==> src/rtl/counter_mod_n_if.sv <==
// Bus bundle for counter_mod_n: control/data inputs and count/status outputs.
// The testbench (or the parent block) drives through the master modport.
interface counter_mod_n_if #(
  parameter int unsigned WIDTH = 4
);
  logic             en;
  logic             up;
  logic             load;
  logic [WIDTH-1:0] d;
  logic [WIDTH-1:0] cmp;
  logic [WIDTH-1:0] q;
  logic             rc;
  logic             match;
  logic             wrap;

  modport master (
    output en, up, load, d, cmp,
    input  q, rc, match, wrap
  );

  modport slave (
    input  en, up, load, d, cmp,
    output q, rc, match, wrap
  );
endinterface

==> src/rtl/counter_mod_n.sv <==
// counter_mod_n: loadable up/down modulo-MODULUS counter with combinational
// ripple carry (rc) for cascading, registered compare match and wrap pulse.
// Optional macro COUNTER_MOD_N_SATURATE_EN: terminal transitions hold at the
// end of the range instead of wrapping; wrap then never asserts.
module counter_mod_n #(
  parameter int unsigned     WIDTH   = 4,
  parameter longint unsigned MODULUS = 16
) (
  input  logic             clk,
  input  logic             rst,
  counter_mod_n_if.slave   bus
);

  // Top of the count range, and the modulus widened by one bit so that
  // MODULUS == 2**WIDTH can be compared against d without overflow.
  localparam logic [WIDTH-1:0] Q_MAX   = WIDTH'(MODULUS - 64'd1);
  localparam logic [WIDTH:0]   MOD_EXT = (WIDTH+1)'(MODULUS);

  logic [WIDTH-1:0] q_r;
  logic [WIDTH-1:0] q_next;
  logic             match_r;
  logic             wrap_r;
  logic             wrap_next;
  logic             at_top;
  logic             at_bottom;
  logic             d_in_range;

  assign at_top     = (q_r == Q_MAX);
  assign at_bottom  = (q_r == '0);
  assign d_in_range = ({1'b0, bus.d} < MOD_EXT);

  // Ripple carry is deliberately independent of load so a cascade sees the
  // same terminal-count indication whether or not this stage is being loaded.
  assign bus.rc    = bus.en & ((bus.up & at_top) | (~bus.up & at_bottom));
  assign bus.q     = q_r;
  assign bus.match = match_r;
  assign bus.wrap  = wrap_r;

  // Next-count and wrap decision: load beats enable, enable beats hold.
  always_comb begin
    // NOTE: every output of this block gets a default first, so no path
    // leaves a signal unassigned and no latch is inferred.
    q_next    = q_r;
    wrap_next = 1'b0;
    if (bus.load) begin
      q_next = d_in_range ? bus.d : Q_MAX;
    end else if (bus.en) begin
      if (bus.up) begin
        if (at_top) begin
`ifdef COUNTER_MOD_N_SATURATE_EN
          q_next    = Q_MAX;
`else
          q_next    = '0;
          wrap_next = 1'b1;
`endif
        end else begin
          q_next = q_r + WIDTH'(1);
        end
      end else begin
        if (at_bottom) begin
`ifdef COUNTER_MOD_N_SATURATE_EN
          q_next    = '0;
`else
          q_next    = Q_MAX;
          wrap_next = 1'b1;
`endif
        end else begin
          q_next = q_r - WIDTH'(1);
        end
      end
    end
  end

  // State register with synchronous reset; match tracks the value q takes
  // on this edge so it lines up with the visible count.
  always_ff @(posedge clk) begin
    // NOTE: sequential state uses non-blocking assignments so every register
    // samples pre-edge values regardless of statement order.
    if (rst) begin
      q_r     <= '0;
      match_r <= (bus.cmp == '0);
      wrap_r  <= 1'b0;
    end else begin
      q_r     <= q_next;
      match_r <= (q_next == bus.cmp);
      wrap_r  <= wrap_next;
    end
  end

endmodule

==> src/flat_wrapper.sv <==
// flat-port wrapper written by rule: the top's interface ports become plain ports
module counter_mod_n_flat 
#(
  parameter int unsigned     WIDTH   = 4,
  parameter longint unsigned MODULUS = 16
)
  (clk, rst, bus_en, bus_up, bus_load, bus_d, bus_cmp, bus_q, bus_rc, bus_match, bus_wrap);
  counter_mod_n_if #(.WIDTH(WIDTH)) bus_i ();
  input  logic clk;
  input  logic rst;
  input wire logic [$bits(bus_i.en)-1:0] bus_en;
  input wire logic [$bits(bus_i.up)-1:0] bus_up;
  input wire logic [$bits(bus_i.load)-1:0] bus_load;
  input wire logic [$bits(bus_i.d)-1:0] bus_d;
  input wire logic [$bits(bus_i.cmp)-1:0] bus_cmp;
  output wire logic [$bits(bus_i.q)-1:0] bus_q;
  output wire logic [$bits(bus_i.rc)-1:0] bus_rc;
  output wire logic [$bits(bus_i.match)-1:0] bus_match;
  output wire logic [$bits(bus_i.wrap)-1:0] bus_wrap;
  assign bus_i.en = bus_en;
  assign bus_i.up = bus_up;
  assign bus_i.load = bus_load;
  assign bus_i.d = bus_d;
  assign bus_i.cmp = bus_cmp;
  assign bus_q = bus_i.q;
  assign bus_rc = bus_i.rc;
  assign bus_match = bus_i.match;
  assign bus_wrap = bus_i.wrap;
  counter_mod_n #(.WIDTH(WIDTH), .MODULUS(MODULUS)) u_core (.clk(clk), .rst(rst), .bus(bus_i));
endmodule
==> config.mk <==
export PLATFORM = sky130hd
export DESIGN_NAME = counter_mod_n_flat
export DESIGN_NICKNAME = d
export VERILOG_FILES = /design/src/rtl/counter_mod_n_if.sv /design/src/rtl/counter_mod_n.sv /design/src/flat_wrapper.sv
export SDC_FILE = /design/constraint.sdc
export NUM_CORES = 1
export LEC_CHECK = 0
export ABC_CLOCK_PERIOD_IN_PS = 4100
export CAP_MARGIN = 20
export CORE_ASPECT_RATIO = 0.75
export CORE_MARGIN = 3
export CORE_UTILIZATION = 30
export DETAILED_ROUTE_END_ITERATION = 12
export PLACE_DENSITY = 0.64
export SETUP_SLACK_MARGIN = 0.15
export SYNTH_ARGS = -nofsm -noshare
export SYNTH_HDL_FRONTEND = slang
export SYNTH_SLANG_ARGS = --single-unit
==> constraint.sdc <==
create_clock -name clk -period 4.1 [get_ports clk]
set_input_delay 0.82 -clock clk [delete_from_list [all_inputs] [get_ports clk]]
set_output_delay 0.82 -clock clk [all_outputs]
set_load 0.1 [all_outputs]
======== Word level (Yosys, flattened, before mapping) ========
Cells that the tools add are included.
word-level totals
  bits in registers ....................... 6
  output and inout port bits .............. 7
  logic and storage cells ................. 25
cells by class
  add/subtract/negate cells ............... 2
  equal/unequal tests ..................... 2
  muxes and demuxes ....................... 9
  bitwise operators ....................... 6
  reduce and logical (&&, ||, !) cells .... 3
operators by type and width
  cell                                                                number
  4-bit 2-to-1 mux                                                    5
  4-bit logical NOT                                                   2
  4-bit by 1-bit adder with 4-bit output, second input constant       1
  4-bit equality test                                                 1
  4-bit equality test, second input constant                          1
  1-bit 2-to-1 mux                                                    4
  4-bit by 1-bit subtractor with 4-bit output, second input constant  1
  1-bit AND                                                           3
  3-bit OR reduction                                                  1
  1-bit inverter                                                      2
  1-bit OR                                                            1

======== Longest topological paths before layout ========
Gate-level depths: netlist of the first run.
  word-level depth ........................ 7
  depth in mapped cells ................... 7
  depth with buffers taken out ............ 7

======== Least setup slack after synthesis of the first run ========
OpenSTA, ideal clock, no wires.
  kind .................................... flip-flop to output port
  start ................................... register u_core.q_r[1] (netlist: u_core.bus.q[1])
  end ..................................... output bus_rc
  arrival time ............................ 2.475 ns
  data required time ...................... 3.280 ns
  path slack .............................. 0.805 ns
  stages on the path, launching flop included .. 6
  buffers on the path ..................... 0
  path through ............................ dfxtp_1 ha_1 and3_2 nand2_1 o21ai_0 and2_1
on the way
  word-level cells in the longest chain between the ends .. 4
  elaborated cells between the ends (all ways) .. 6
  classes of those cells .................. eq/ne: 1; bitwise: 4; reduce/logical: 1
RTL lines
  element                                                   line                                      source
  from (decl)                                               counter_mod_n.sv:19                       logic [WIDTH-1:0] q_r;
  from (signal assigned)                                    counter_mod_n.sv:84                       q_r <= q_next;
  4-bit equality test or 4-bit logical NOT (tied branches)  counter_mod_n.sv:28, counter_mod_n.sv:29
  1-bit AND                                                 counter_mod_n.sv:34                       assign bus.rc = bus.en & ((bus.up & at_top) | (~bus.up & at_bottom));
  1-bit OR (*)                                              counter_mod_n.sv:34
  1-bit AND (*)                                             counter_mod_n.sv:34
  to (decl)                                                 flat_wrapper.sv:17                        output wire logic [$bits(bus_i.rc)-1:0] bus_rc;
Every way passes the cells marked *; elsewhere a longest branch is shown, timed or not.

======== Worst setup path in the final report of the first run ========
  start ................................... input bus_up
  end ..................................... output bus_rc
on the way
  word-level cells in the longest chain between the ends .. 4
  elaborated cells between the ends (all ways) .. 5
  classes of those cells .................. bitwise: 5
RTL lines
  element         line                 source
  from (decl)     flat_wrapper.sv:12   input wire logic [$bits(bus_i.up)-1:0] bus_up;
  1-bit inverter  counter_mod_n.sv:34
  1-bit AND       counter_mod_n.sv:34
  1-bit OR (*)    counter_mod_n.sv:34
  1-bit AND (*)   counter_mod_n.sv:34
Marks and branches as above.

==> impl_metrics.env, run 1 <==
export IMPL_die_x_um=56.30
export IMPL_rsz0062_at_grt="false"
export IMPL_numCtsBuffers=3
export IMPL_tritoncts="built"
export IMPL_grt_pass1_vias=520
export IMPL_end_kind="output port"
export IMPL_synth_warnings=0
export IMPL_syn_avg_cell_area_um2=8.251
export IMPL_postCtsResizedCells=0
export IMPL_synth_commonest_cells="dfxtp_1 (6), nor2_1 (6), a21oi_1 (5), o21ai_0 (5), xnor2_1 (5)"
export IMPL_holdBufCountCts=0
export IMPL_synth_flop_cell="dfxtp_1"
export IMPL_ios=20
export IMPL_yosysTopAreaCell="dfxtp_1"
export IMPL_cap_violations=0
export IMPL_clkPwrFrac=0.238
export IMPL_skew_ns=0.004361
export IMPL_grt_usage=0.1202
export IMPL_antenna_found_initial=0
export IMPL_required_ns=3.28
export IMPL_synth_edf_count=0
export IMPL_drtIter0Drc=17
export IMPL_stdcell_count=109
export IMPL_maxSlewHeadroom=0.3529
export IMPL_area_growth_synth_to_final_pct=39.34
export IMPL_drt_total_wl_um=1388
export IMPL_gp_congestion=0.7612
export IMPL_drive_gt1_frac=0.1705
export IMPL_path_clk_slew_ns=0.05
export IMPL_worstHoldPathType="reg -> reg"
export IMPL_critPathArrivalTime_ns=2.39
export IMPL_synth_area_um2=569.3
export IMPL_finalSetupViolCount=0
export IMPL_start_util=0.3511
export IMPL_port_buffers=19
export IMPL_grt_overflow=0
export IMPL_async_flop_share=0
export IMPL_clock_fmax_mhz=311.9
export IMPL_core_area_mm2=0.001622
export IMPL_synthCells=69
export IMPL_cp_start_kind="input port"
export IMPL_vias_per_cell=5.385
export IMPL_p_leak_nw=0.2829
export IMPL_period_share=0.7821
export IMPL_netSwitchingPower_w=0.00009428
export IMPL_htree_levels=1
export IMPL_yosys_register_bits=6
export IMPL_num_antenna_cells=0
export IMPL_path_class="in -> out"
export IMPL_die_y_um=43.73
export IMPL_netSwitchingFraction=0.4065
export IMPL_cts_sinks=6
export IMPL_die_area_mm2=0.002462
export IMPL_worst_slack_ns=0.8935
export IMPL_drc=0
export IMPL_yosysUniqueCellTypes=36
export IMPL_nets=105
export IMPL_root_buffer="clkbuf_4"
export IMPL_p_comb_frac=0.459
export IMPL_synth_top_area_frac=0.2110
export IMPL_routedWlPerCell_um=12.73
export IMPL_finalHoldViolations=0
export IMPL_hold_depth=3
export IMPL_synth_fp_nets=84
export IMPL_r2r_worst_path_cells=7
export IMPL_period_needed_ns=3.206
export IMPL_clock_path_buffers=2
export IMPL_grt_max_degree=15
export IMPL_status="finished clean"
export IMPL_fp_row_count=12
export IMPL_pre_cts_slack_ns=0.8852
export IMPL_slew_viol_final=0
export IMPL_critPathMaxFanout=6
export IMPL_p_total_w=0.0002319
export IMPL_dr_total_vias=587
export IMPL_p_seq_frac=0.303
export IMPL_grt_pass1_wl_um=2366
export IMPL_final_antenna_net_count=0
export IMPL_cts_setup_buffers=0
export IMPL_dp_cells=106
export IMPL_p_int_w=0.0001377
export IMPL_tightest_slew_ns=0.9676
export IMPL_dp_hpwl_um=1091
export IMPL_insertion_delay_ns=0.24
export IMPL_dr_pass1_iters=4
export IMPL_power_density_mw_per_mm2=292.4
export IMPL_worst_ir_drop_vdd_mv=0.1638
export IMPL_yosysSeqAreaShare=0.2110
export IMPL_synthTopCellsByArea="dfxtp_1 (21%), xnor2_1 (7.7%), a21oi_1 (4.4%), ha_1 (4.4%), o21ai_0 (4.4%)"
export IMPL_fin_tns_setup_ns=0
## sequential cells by signal (all words and copies together), names as in the netlist
register and count:
u_core.bus.wrap 1, u_core.bus.q 4, u_core.bus.match 1
## worst paths after layout
kind,from,to,slack (ns)
setup / recovery,bus_up,bus_rc,0.89
hold / removal,u_core.bus.q[2]$_SDFF_PP0_,u_core.bus.q[2]$_SDFF_PP0_,0.71
setup reg to reg,u_core.bus.q[0]$_SDFF_PP0_,u_core.bus.match$_DFF_P_,1.96
hold reg to reg,u_core.bus.q[2]$_SDFF_PP0_,u_core.bus.q[2]$_SDFF_PP0_,0.71
## metal layers
metal | global-route usage | vias to the layer above | wire length [µm]
met2 | 0.1748 | 21 | 596
met1 | 0.1678 | 271 | 686
met4 | 0.05687 | 0 | 15
met5 | 0 | - | 0
met3 | 0.02679 | 2 | 90
li1 | - | 293 | -
## area by class of cell
type / instances / area (µm²)
fill: 162 / 828.3
multi-input combinational: 55 / 405.4
timing repair buffer: 19 / 200.2
sequential: 6 / 120.1
tap: 21 / 26.28
clock buffer: 3 / 22.52
inverter: 5 / 18.77
## power by group through the flow
stage / logic [W] / clock network, W / registers (W)
finish: 0.000106 / 0.0000553 / 0.0000702
global route: 0.000113 / 0.0000596 / 0.0000710
CTS: 0.000106 / 0.0000568 / 0.0000700
detailed placement: 0.000106 / 0 / 0.0000710
global placement: 0.000106 / 0 / 0.0000712
floorplan: 0.0000477 / 0 / 0.0000979
## placed cells by master (no fill, tap or decap), drive strengths merged, types with 2 or more instances in the layout
master	synthesis	final
a211o	2	2
a211oi	3	3
a21oi	5	5
a221oi	2	2
a311oi	2	2
clkbuf	2	3
clkdlybuf4s50	0	18
dfxtp	6	6
ha	2	2
inv	5	5
mux2	2	2
nand2	4	4
nor2	6	6
nor3b	2	2
o21ai	5	5
xnor2	5	5
xor2	2	2
## worst max-delay path: stages
cell	delay, ns
clkdlybuf4s50_1	0.53
or3b_2	0.50
o21ai_0	0.14
and2_1	0.20
buf_12	0.19
## stage by stage
stage                     area, µm²    util  hold slack (ns)
after floorplan               569.3       -           0.9081
after global placement        770.7  0.4753           0.7096
after detailed placement      770.7  0.4753           0.6965
after CTS                     793.3  0.4892           0.7048
after global routing          793.3  0.4892           0.7538
final                         793.3  0.4892           0.7097
## kinds of logic (layout without fill, tap and decap cells)
logic type | after synthesis | count (layout) | synth area share
xor gates and xnor gates | 7 | 7 | 0.1077
muxes | 3 | 3 | 0.05714
DFF | 6 | 6 | 0.2110
AOI/OAI and AO/OA | 21 | 21 | 0.2835
buffers and inverters | 8 | 27 | 0.07690
adders and majority gates | 2 | 2 | 0.04395
and+or+nand+nor | 22 | 22 | 0.2198
Note: power is estimated with default switching activity, not from simulation.
==> run 2, diff against run 1 <==
--- a/config.mk
+++ b/config.mk
@@ -5,13 +5,13 @@
 export SDC_FILE = /design/constraint.sdc
 export NUM_CORES = 1
 export LEC_CHECK = 0
-export ABC_CLOCK_PERIOD_IN_PS = 4100
+export ABC_CLOCK_PERIOD_IN_PS = 2700
 export CAP_MARGIN = 20
 export CORE_ASPECT_RATIO = 0.75
 export CORE_MARGIN = 3
 export CORE_UTILIZATION = 30
 export DETAILED_ROUTE_END_ITERATION = 12
-export PLACE_DENSITY = 0.64
+export PLACE_DENSITY = 0.66
 export SETUP_SLACK_MARGIN = 0.15
 export SYNTH_ARGS = -nofsm -noshare
 export SYNTH_HDL_FRONTEND = slang
==> constraint.sdc (replaced) <==
create_clock -name clk -period 2.7 [get_ports clk]
set_input_delay 0.54 -clock clk [delete_from_list [all_inputs] [get_ports clk]]
set_output_delay 0.54 -clock clk [all_outputs]
set_load 0.1 [all_outputs]
==> impl_metrics.env, run 2 (synthesized netlist as in run 1, its figures left out) <==
export IMPL_path_class="reg -> out"
export IMPL_wl_met1_um=680
export IMPL_grt_usage=0.1227
export IMPL_holdBufCountCts=0
export IMPL_r2r_start="u_core.bus.q[0]$_SDFF_PP0_"
export IMPL_finalHoldViolations=0
export IMPL_wl_met3_um=140
export IMPL_fp_row_count=12
export IMPL_clock_path_buffers=2
export IMPL_finalSetupViolCount=0
export IMPL_tightest_slew_ns=0.3994
export IMPL_largest_reg_flops=4
export IMPL_skew_ns=0.001206
export IMPL_p_leak_nw=0.3142
export IMPL_core_area_mm2=0.001622
export IMPL_grt_overflow=0
export IMPL_routedWlPerCell_um=12.73
export IMPL_r2r_end="u_core.bus.match$_DFF_P_"
export IMPL_period_needed_ns=2.380
export IMPL_insertion_delay_ns=0.24
export IMPL_tritoncts="built"
export IMPL_die_x_um=56.30
export IMPL_grt_pass1_wl_um=2394
export IMPL_numCtsBuffers=3
export IMPL_die_area_mm2=0.002462
export IMPL_worst_ir_drop_vdd_mv=0.2580
export IMPL_r2r_worst_path_cells=7
export IMPL_dr_pass1_iters=4
export IMPL_slew_viol_final=0
export IMPL_path_clk_slew_ns=0.04
export IMPL_cap_violations=0
export IMPL_worstHoldPathType="reg -> reg"
export IMPL_gp_congestion=0.7977
export IMPL_rsz0062_at_grt="false"
export IMPL_drtIter0Drc=10
export IMPL_drive_gt1_frac=0.2889
export IMPL_wl_met2_um=583
export IMPL_top_layer_used="met4"
export IMPL_final_common_cell="clkdlybuf4s50_1"
export IMPL_antenna_found_initial=0
export IMPL_grt_pass1_vias=533
export IMPL_dp_hpwl_um=1164
export IMPL_die_y_um=43.73
export IMPL_critPathMaxFanout=8
export IMPL_area_growth_synth_to_final_pct=40.66
export IMPL_cts_setup_buffers=0
export IMPL_num_antenna_cells=0
export IMPL_ios=20
export IMPL_htree_levels=1
export IMPL_dr_total_vias=577
export IMPL_status="finished clean"
export IMPL_dp_cells=108
export IMPL_maxSlewHeadroom=0.7338
export IMPL_end_kind="output port"
export IMPL_p_total_w=0.0003514
export IMPL_drt_total_wl_um=1413
export IMPL_nets=107
export IMPL_period_share=0.8815
export IMPL_final_antenna_net_count=0
export IMPL_final_cell_mix="clkdlybuf4s50_1 (11), buf_4 (8), nor2_1 (6), a21oi_1 (5), xnor2_1 (5)"
export IMPL_power_density_mw_per_mm2=438.8
export IMPL_fin_util=0.4938
export IMPL_vias_per_cell=5.198
export IMPL_hold_start="u_core.bus.q[2]$_SDFF_PP0_"
export IMPL_holdWs_ns=0.7300
export IMPL_stdcell_count=111
export IMPL_start_util=0.3511
export IMPL_ff2ff_setup_slack_ns=0.65
export IMPL_drc=0
export IMPL_cp_start_kind="flop"
export IMPL_postCtsResizedCells=1
export IMPL_hold_depth=3
export IMPL_cts_sinks=6
export IMPL_fin_tns_setup_ns=0
export IMPL_clock_fmax_mhz=420.2
export IMPL_grt_max_degree=11
export IMPL_port_buffers=19
export IMPL_critPathArrivalTime_ns=1.84
export IMPL_whs_endpoint="u_core.bus.q[2]$_SDFF_PP0_"
export IMPL_required_ns=2.16
export IMPL_root_buffer="clkbuf_4"
-- run 2: changes by cell type in the layout (fill, tap and decap cells not counted) --
cell | before | now
clkdlybuf4s50_1 | 18 | 11
buf_4 | 0 | 8
o21ai_0 | 5 | 4
and2_1 | 1 | 0
dfxtp_1 | 6 | 4
dfxtp_2 | 0 | 2
dlymetal6s2s_1 | 0 | 1
o21ai_1 | 0 | 1
and2_4 | 0 | 1
-- run 2: critical path, cell delays in order, from the launching register on --
cell     delay [ns]
dfxtp_2        0.35
inv_1          0.12
ha_1           0.19
or3b_2         0.46
o21ai_1        0.14
and2_4         0.17
buf_12         0.17
-- run 2: power by group --
group	internal, W	switching (W)	leakage (nW)
Clock	0.0000502	0.0000306	0.0138
Sequential	0.0000957	0.0000119	0.0501
Combinational	0.0000642	0.0000989	0.250
-- run 2: metrics by stage --
stage / worst slack [ns] / instance area (µm²)
2_1_floorplan: 0.2649 / 574.3
3_3_place_gp: 0.1374 / 775.7
3_5_place_dp: 0.08736 / 775.7
4_1_cts: 0.1679 / 798.3
5_1_grt: 0.2308 / 800.8
6_report: 0.3199 / 800.8
-- run 2: layout make-up --
| type | count | area, µm² |
|---|---|---|
| tap | 21 | 26.28 |
| sequential | 6 | 122.6 |
| timing repair buffer | 21 | 202.7 |
| fill | 167 | 820.8 |
| clock buffer | 3 | 22.52 |
| multi-input combinational | 55 | 407.9 |
| inverter | 5 | 18.77 |
-- run 2: metal layers --
| layer | track usage | vias to the layer above |
|---|---|---|
| li1 | - | 302 |
| met1 | 0.1661 | 245 |
| met2 | 0.1865 | 28 |
| met3 | 0.02679 | 2 |
| met4 | 0.05687 | 0 |
| met5 | 0 | - |
-- run 2: worst max path at each step --
stage / startpoint / endpoint / slack, ns / cells after the start
2_1_floorplan: u_core.bus.q[2]$_SDFF_PP0_ / u_core.bus.match$_DFF_P_ / 0.26 / 5
6_report: u_core.bus.q[0]$_SDFF_PP0_ / bus_rc / 0.32 / 6
5_1_grt: u_core.bus.q[0]$_SDFF_PP0_ / bus_rc / 0.23 / 6
4_1_cts: bus_up / bus_rc / 0.17 / 5
3_5_place_dp: bus_up / u_core.bus.match$_DFF_P_ / 0.09 / 7
3_3_place_gp: bus_up / u_core.bus.match$_DFF_P_ / 0.14 / 7
